## config.mk

```make
export PLATFORM = sky130hd
export DESIGN_NAME = penalty_match_ctrl_flat
export DESIGN_NICKNAME = d
export VERILOG_FILES = /design/src/rtl/game_pkg.sv /design/src/rtl/control_if.sv /design/src/rtl/frame_timer.sv /design/src/rtl/penalty_match_ctrl.sv /design/src/flat_wrapper.sv
export SDC_FILE = /design/constraint.sdc
export NUM_CORES = 1
export LEC_CHECK = 0
export CORE_AREA = 2 2 79 81
export DETAILED_ROUTE_END_ITERATION = 10
export DIE_AREA = 0 0 81 83
export GPL_ROUTABILITY_DRIVEN = 0
export GPL_TIMING_DRIVEN = 1
export PLACE_DENSITY = 0.69
export SLEW_MARGIN = 20
export SYNTH_ARGS = -nofsm -noshare
export SYNTH_HDL_FRONTEND = slang
export SYNTH_SLANG_ARGS = --single-unit
export TNS_END_PERCENT = 10
```

## constraint.sdc

```tcl
create_clock -name clk -period 3.7 [get_ports clk]
set_input_delay 0.74 -clock clk [delete_from_list [all_inputs] [get_ports clk]]
set_output_delay 0.74 -clock clk [all_outputs]
set_load 0.02 [all_outputs]
```

## src/rtl/game_pkg.sv

```systemverilog
// Shared types and widths for the penalty shootout game.
// Holds the screen state, game mode, control FSM state and bus widths.
package game_pkg;

    localparam int unsigned ROUND_W = 5;
    localparam int unsigned SCORE_W = 8;

    typedef enum logic [2:0] {
        START,
        KEEPER,
        SHOOTER,
        WINNER,
        LOOSER
    } game_state_t;

    typedef enum logic {
        SOLO,
        MULTI
    } game_mode_t;

    typedef enum logic [2:0] {
        IDLE,
        KICK,
        HOLD,
        DECIDE,
        DONE
    } ctrl_state_t;

endpackage

```

## src/rtl/control_if.sv

```systemverilog
// Control bus from the match sequencer to the screen selector and drawing blocks.
// Fields: game_state, round_counter, score = {player, opp}, is_scored, game_mode.
interface control_if;

    game_pkg::game_state_t             game_state;
    logic [game_pkg::ROUND_W-1:0]      round_counter;
    logic [game_pkg::SCORE_W-1:0]      score;
    logic                              is_scored;
    game_pkg::game_mode_t              game_mode;

    modport out (
        output game_state,
        output round_counter,
        output score,
        output is_scored,
        output game_mode
    );

    modport in (
        input game_state,
        input round_counter,
        input score,
        input is_scored,
        input game_mode
    );

endinterface

```

## src/rtl/frame_timer.sv

```systemverilog
// Frame tick counter with synchronous clear and a limit compare.
// Ports: clk, rst (sync, active-high), clear, frame_tick, limit,
//        hit_c (combinational: the current tick is the limit-th since clear).
module frame_timer #(
    parameter int unsigned CNT_W = 10
) (
    input  logic             clk,
    input  logic             rst,
    input  logic             clear,
    input  logic             frame_tick,
    input  logic [CNT_W-1:0] limit,
    output logic             hit_c
);

    logic [CNT_W-1:0] count_q;

    // Frame counter; the owner clears it on every state change.
    always_ff @(posedge clk) begin
        if (rst) begin
            count_q <= '0;
        end else if (clear) begin
            count_q <= '0;
        end else if (frame_tick) begin
            count_q <= count_q + CNT_W'(1);
        end
    end

    // Fires on the tick that brings the count up to the limit.
    assign hit_c = frame_tick && (count_q == (limit - CNT_W'(1)));

endmodule

```

## src/rtl/penalty_match_ctrl.sv

```systemverilog
// Penalty shootout match sequencer.
// Alternates player/opponent kicks, holds each kick result on screen, applies
// kick timeouts and early-termination / sudden-death rules, drives end screens.
// Ports: clk, rst (sync, active-high), frame_tick, btn_start, mode_sel,
//        shot_done, shot_scored, out_control (registered control bus).
module penalty_match_ctrl
    import game_pkg::*;
#(
    parameter int unsigned REG_KICKS      = 10,
    parameter int unsigned MAX_KICKS      = 20,
    parameter int unsigned RESULT_FRAMES  = 120,
    parameter int unsigned TIMEOUT_FRAMES = 600
) (
    input  logic       clk,
    input  logic       rst,
    input  logic       frame_tick,
    input  logic       btn_start,
    input  game_mode_t mode_sel,
    input  logic       shot_done,
    input  logic       shot_scored,
    control_if.out     out_control
);

    localparam int unsigned HALF_KICKS = REG_KICKS / 2;
    localparam int unsigned TIMER_MAX  = (TIMEOUT_FRAMES > RESULT_FRAMES) ? TIMEOUT_FRAMES
                                                                          : RESULT_FRAMES;
    localparam int unsigned TIMER_W    = $clog2(TIMER_MAX + 1);
    localparam int unsigned NIB_W      = SCORE_W / 2;
    localparam int unsigned CALC_W     = 6;

    // Reject parameter sets that break the kick alternation or overflow a nibble.
    if (((REG_KICKS % 2) != 0) || ((MAX_KICKS % 2) != 0) || (MAX_KICKS < REG_KICKS) ||
        ((MAX_KICKS / 2) > 15) || (MAX_KICKS >= (1 << ROUND_W)) ||
        (RESULT_FRAMES == 0) || (TIMEOUT_FRAMES == 0)) begin : g_param_check
        $fatal(1, "penalty_match_ctrl: illegal parameter set");
    end

    ctrl_state_t        state_q, state_d;
    game_state_t        gs_q, gs_d;
    logic [ROUND_W-1:0] round_q, round_d;
    logic [NIB_W-1:0]   p_q, p_d;
    logic [NIB_W-1:0]   c_q, c_d;
    logic               is_q, is_d;
    game_mode_t         mode_q, mode_d;

    logic               timer_clr_c;
    logic               timer_hit_c;
    logic [TIMER_W-1:0] timer_limit_c;

    logic [CALC_W-1:0]  p_ext, c_ext, pt_c, ct_c;
    logic               reg_phase_c, win_c, lose_c;

    // One timer serves both the kick timeout and the result hold.
    assign timer_limit_c = (state_q == HOLD) ? TIMER_W'(RESULT_FRAMES) : TIMER_W'(TIMEOUT_FRAMES);
    assign timer_clr_c   = (state_d != state_q) || ((state_q != KICK) && (state_q != HOLD));

    frame_timer #(
        .CNT_W (TIMER_W)
    ) u_frame_timer (
        .clk        (clk),
        .rst        (rst),
        .clear      (timer_clr_c),
        .frame_tick (frame_tick),
        .limit      (timer_limit_c),
        .hit_c      (timer_hit_c)
    );

    // Kicks taken so far per side: player shoots on even rounds, so it leads by ceil.
    assign p_ext       = CALC_W'(p_q);
    assign c_ext       = CALC_W'(c_q);
    assign pt_c        = CALC_W'(({1'b0, round_q} + CALC_W'(1)) >> 1);
    assign ct_c        = CALC_W'({1'b0, round_q} >> 1);
    assign reg_phase_c = (round_q <= ROUND_W'(REG_KICKS));

    // A side wins early once the other cannot catch up with its remaining kicks.
    always_comb begin
        win_c  = 1'b0;
        lose_c = 1'b0;
        if (reg_phase_c) begin
            win_c  = p_ext > (c_ext + (CALC_W'(HALF_KICKS) - ct_c));
            lose_c = c_ext > (p_ext + (CALC_W'(HALF_KICKS) - pt_c));
        end else if (!round_q[0]) begin
            win_c  = p_ext > c_ext;
            lose_c = c_ext > p_ext;
        end
        if ((round_q == ROUND_W'(MAX_KICKS)) && (p_q == c_q)) begin
            lose_c = 1'b1;
        end
    end

    // State and output registers.
    always_ff @(posedge clk) begin
        if (rst) begin
            state_q <= IDLE;
            gs_q    <= START;
            round_q <= '0;
            p_q     <= '0;
            c_q     <= '0;
            is_q    <= 1'b0;
            mode_q  <= MULTI;
        end else begin
            state_q <= state_d;
            gs_q    <= gs_d;
            round_q <= round_d;
            p_q     <= p_d;
            c_q     <= c_d;
            is_q    <= is_d;
            mode_q  <= mode_d;
        end
    end

    // Next-state and next-output logic.
    always_comb begin
        state_d = state_q;
        gs_d    = gs_q;
        round_d = round_q;
        p_d     = p_q;
        c_d     = c_q;
        is_d    = is_q;
        mode_d  = mode_q;

        case (state_q)
            IDLE: begin
                if (btn_start) begin
                    mode_d  = mode_sel;
                    round_d = '0;
                    p_d     = '0;
                    c_d     = '0;
                    is_d    = 1'b0;
                    gs_d    = SHOOTER;
                    state_d = KICK;
                end
            end
            KICK: begin
                // A resolved shot takes priority over a simultaneous timeout.
                if (shot_done) begin
                    is_d = shot_scored;
                    if (shot_scored) begin
                        if (round_q[0]) begin
                            c_d = c_q + NIB_W'(1);
                        end else begin
                            p_d = p_q + NIB_W'(1);
                        end
                    end
                    state_d = HOLD;
                end else if (timer_hit_c) begin
                    is_d    = 1'b0;
                    state_d = HOLD;
                end
            end
            HOLD: begin
                if (timer_hit_c) begin
                    is_d    = 1'b0;
                    round_d = (round_q == ROUND_W'(MAX_KICKS)) ? round_q : round_q + ROUND_W'(1);
                    state_d = DECIDE;
                end
            end
            DECIDE: begin
                if (win_c) begin
                    gs_d    = WINNER;
                    state_d = DONE;
                end else if (lose_c) begin
                    gs_d    = LOOSER;
                    state_d = DONE;
                end else begin
                    gs_d    = round_q[0] ? KEEPER : SHOOTER;
                    state_d = KICK;
                end
            end
            DONE: begin
                if (btn_start) begin
                    gs_d    = START;
                    round_d = '0;
                    p_d     = '0;
                    c_d     = '0;
                    is_d    = 1'b0;
                    state_d = IDLE;
                end
            end
            default: begin
                state_d = IDLE;
            end
        endcase
    end

    assign out_control.game_state    = gs_q;
    assign out_control.round_counter = round_q;
    assign out_control.score         = {p_q, c_q};
    assign out_control.is_scored     = is_q;
    assign out_control.game_mode     = mode_q;

endmodule

```

## src/flat_wrapper.sv

```systemverilog
// flat-port wrapper written by rule: the top's interface ports become plain ports
module penalty_match_ctrl_flat import game_pkg::*;
#(
    parameter int unsigned REG_KICKS      = 10,
    parameter int unsigned MAX_KICKS      = 20,
    parameter int unsigned RESULT_FRAMES  = 120,
    parameter int unsigned TIMEOUT_FRAMES = 600
)
  (clk, rst, frame_tick, btn_start, mode_sel, shot_done, shot_scored, out_control_game_state, out_control_round_counter, out_control_score, out_control_is_scored, out_control_game_mode);
  control_if out_control_i ();
  input  logic clk;
  input  logic rst;
  input  logic frame_tick;
  input  logic btn_start;
  input  game_mode_t mode_sel;
  input  logic shot_done;
  input  logic shot_scored;
  output wire logic [$bits(out_control_i.game_state)-1:0] out_control_game_state;
  output wire logic [$bits(out_control_i.round_counter)-1:0] out_control_round_counter;
  output wire logic [$bits(out_control_i.score)-1:0] out_control_score;
  output wire logic [$bits(out_control_i.is_scored)-1:0] out_control_is_scored;
  output wire logic [$bits(out_control_i.game_mode)-1:0] out_control_game_mode;
  assign out_control_game_state = out_control_i.game_state;
  assign out_control_round_counter = out_control_i.round_counter;
  assign out_control_score = out_control_i.score;
  assign out_control_is_scored = out_control_i.is_scored;
  assign out_control_game_mode = out_control_i.game_mode;
  penalty_match_ctrl #(.REG_KICKS(REG_KICKS), .MAX_KICKS(MAX_KICKS), .RESULT_FRAMES(RESULT_FRAMES), .TIMEOUT_FRAMES(TIMEOUT_FRAMES)) u_core (.clk(clk), .rst(rst), .frame_tick(frame_tick), .btn_start(btn_start), .mode_sel(mode_sel), .shot_done(shot_done), .shot_scored(shot_scored), .out_control(out_control_i));
endmodule
```

==> impl_metrics.toml <==
[run_status]
status = "complete, no violations"

[worst_setup_path]
crit_top_cell = "ha_1"
end_kind = "flip-flop"
slowest_stage = "dfxtp_1"
worstPathCellList = "inv_1 -> ha_1 -> inv_1 -> ha_1 -> ha_1 -> fa_1 -> xnor2_1 -> ha_1 -> a21oi_1 -> o21ai_0 -> o2111ai_1 -> or4b_1 -> a21oi_1"
critPathLaunchType = "flip-flop"
max_stage_delay_ps = 490
critPathArrivalTime_ps = 3530
cp_max_fo = 9
path_class = "reg2reg"
required_ps = 3920

[yosys]
synthesis.area_um2 = 2260
synth.most_common_cell = "ha_1"
synth_cells = 272
avgSynthCellArea_um2 = 8.308
yosysTopAreaCellShare_pct = 27.46
yosys_register_bits = 31
synthArstFlopShare_pct = 0
ys.flop_type = "dfxtp_1"
synth_top_area_cell = "dfxtp_1"
yosysSeqAreaShare_pct = 27.46
synthTopCellsByCount = "34 x ha_1, 31 x dfxtp_1, 28 x inv_1, 26 x nand2_1, 24 x nor2_1"
synth_warnings = 0
synth_edf_count = 0
synth_nets = 315
synth_area_leaders = "dfxtp_1 27%, ha_1 19%, inv_1 4.7%"
ys_types = 45

[pwr]
p_per_area_nw_per_um2 = 300.0
max-vdd-ir-drop_uv = 222.7
total_power_w = 0.0008067
cellLeakagePower_nw = 1.140

[clock_network]
cts_tree = "built"
clk_pin_slew_ps = 70
post_cts_buffers = 0
cts_sinks = 31
numCtsBuffers = 5
clock_path_buffers = 2
hold_buffers = 0
clk_latency_ps = 280
cts.repair.resized = 0
ctsHtreeMaxLevel = 2
root_buffer = "clkbuf_8"

[route]
routed_wl_um = 5044
ant_nets = 0
wl_per_cell_um = 13.45
first_pass_iters = 4
initialDrtViolationCount = 125
viasPerCell = 5.272
drc_errors = 0
vias = 1977

[final_layout]
diodes = 0
final_cells = 375
final_nets = 342
final_util_pct = 46.23
drive_gt1_share_pct = 4.667
area_delta_synth_final_pct = 18.99

[floorplan]
initial_core_util_pct = 38.86
core.rowCount = 28
die_area_um2 = 6723
pin_count = 25
core_area_um2 = 5816
fp.dieW_um = 81
die_h_um = 83

[job]
maxCapViolations = 0

[grt]
grt_max_degree = 13
grt_usage_pct = 16.00
grt_overflow = 0
grt_pass1_vias = 1847
grt_pass1_wl_um = 8597
antenna_found_initial = 0

[sta]
finalMaxSlewViolations = 0
setup_violations = 0
fmax_mhz = 301.4
rsz0062_at_grt = "false"
finalHoldViolCount = 0
clock-skew-final_ps = 8.203
slew_headroom_pct = 49.42
period_needed_ps = 3318
final.period_utilization_pct = 89.67
worstMarginPinSlew_ps = 750.7
tns_ps = 0

[placed_design]
portBuffers = 24
hpwlAfterDp_um = 3970
place_inst = 367

[hold_path]
worstHoldPathType = "reg2reg"
==> worst paths after layout <==
check / startpoint / to / slack [ps] / cells past startpoint
max: u_core.out_control.round_counter[0] / u_core.state_q[0] / 380 / 13
max reg2reg: u_core.out_control.round_counter[0] / u_core.state_q[0] / 380 / 13
min: u_core.out_control.game_state[2] / u_core.out_control.game_state[2] / 480 / 2
min reg2reg: u_core.out_control.game_state[2] / u_core.out_control.game_state[2] / 480 / 2
==> cell usage in the layout (no fill, tap or decap), types with 3 or more instances in the layout <==
cell type,count
clkbuf_8,6
nor3b_1,4
mux2i_1,5
dfxtp_1,31
nor2_1,24
a21oi_1,15
xor2_1,12
nand2_1,26
inv_1,28
o31ai_1,3
o21ai_0,13
nor3_1,3
clkdlybuf4s50_1,24
xnor2_1,10
nand3_1,12
and3_1,4
nand4_1,7
ha_1,34
==> worst max-delay path, delay by kind of cell (launching register included) <==
family | cells | cell delay, ps
fa+ha+maj | 5 | 1360
compound gates | 4 | 520
simple gates | 1 | 480
xor+xnor | 1 | 190
flops | 1 | 490
buf+inv | 2 | 210
==> registers in the layout, indices dropped and copies added (netlist names) <==
register / count
u_core.out_control.game_mode: 1
u_core.out_control.is_scored: 1
u_core.out_control.game_state: 3
u_core.u_frame_timer.count_q: 10
u_core.p_q: 4
u_core.c_q: 4
u_core.state_q: 3
u_core.out_control.round_counter: 5
==> layer usage <==
metal  track usage (%)  vias up  part of all wire [%]
met5                 0        -                     0
met4             4.160        0                   1.2
met3             3.261        7                   4.9
met2             25.85       37                    46
met1             21.52      929                    47
li1                  -     1004                     -
==> final cells by class <==
class	instances	area, µm²
repair buffers	25	247.7
flip-flops and latches	31	620.6
well taps	75	93.84
fillers	596	3127
clock inverters	2	35.03
multi-input cells	208	1504
clock buffers	6	82.58
inverters	28	105.1
==> through the flow <==
| stage | hold slack, ps | area, µm² | setup slack, ps |
|---|---|---|---|
| floorplan | 487.5 | 2260 | 498.9 |
| global placement | 462.6 | 2571 | 485.9 |
| detailed placement | 468.0 | 2571 | 408.8 |
| CTS | 485.2 | 2689 | 378.7 |
| global route | 524.4 | 2689 | 95.44 |
| finish | 479.0 | 2689 | 382.1 |
==> power by group <==
| group | switching, W | internal (W) | total, W | leakage [nW] |
|---|---|---|---|---|
| clock | 0.000129 | 0.000218 | 0.000347 | 0.0612 |
| combinational | 0.0000602 | 0.0000450 | 0.000105 | 0.828 |
| sequential | 0.0000132 | 0.000341 | 0.000355 | 0.251 |
==> logic make-up (layout without fill, tap and decap cells) <==
logic type / count (synthesis) / count (layout) / share of synthesized area, %
AOI/OAI and AO/OA: 46 / 46 / 13.01
xor gates and xnor gates: 22 / 22 / 8.527
adders and majority gates: 36 / 36 / 20.60
buffers and inverters: 33 / 61 / 5.980
DFF: 31 / 31 / 27.46
muxes: 5 / 5 / 2.215
and+or+nand+nor: 99 / 99 / 22.20
No activity file was read; power rests on OpenSTA's default activity.
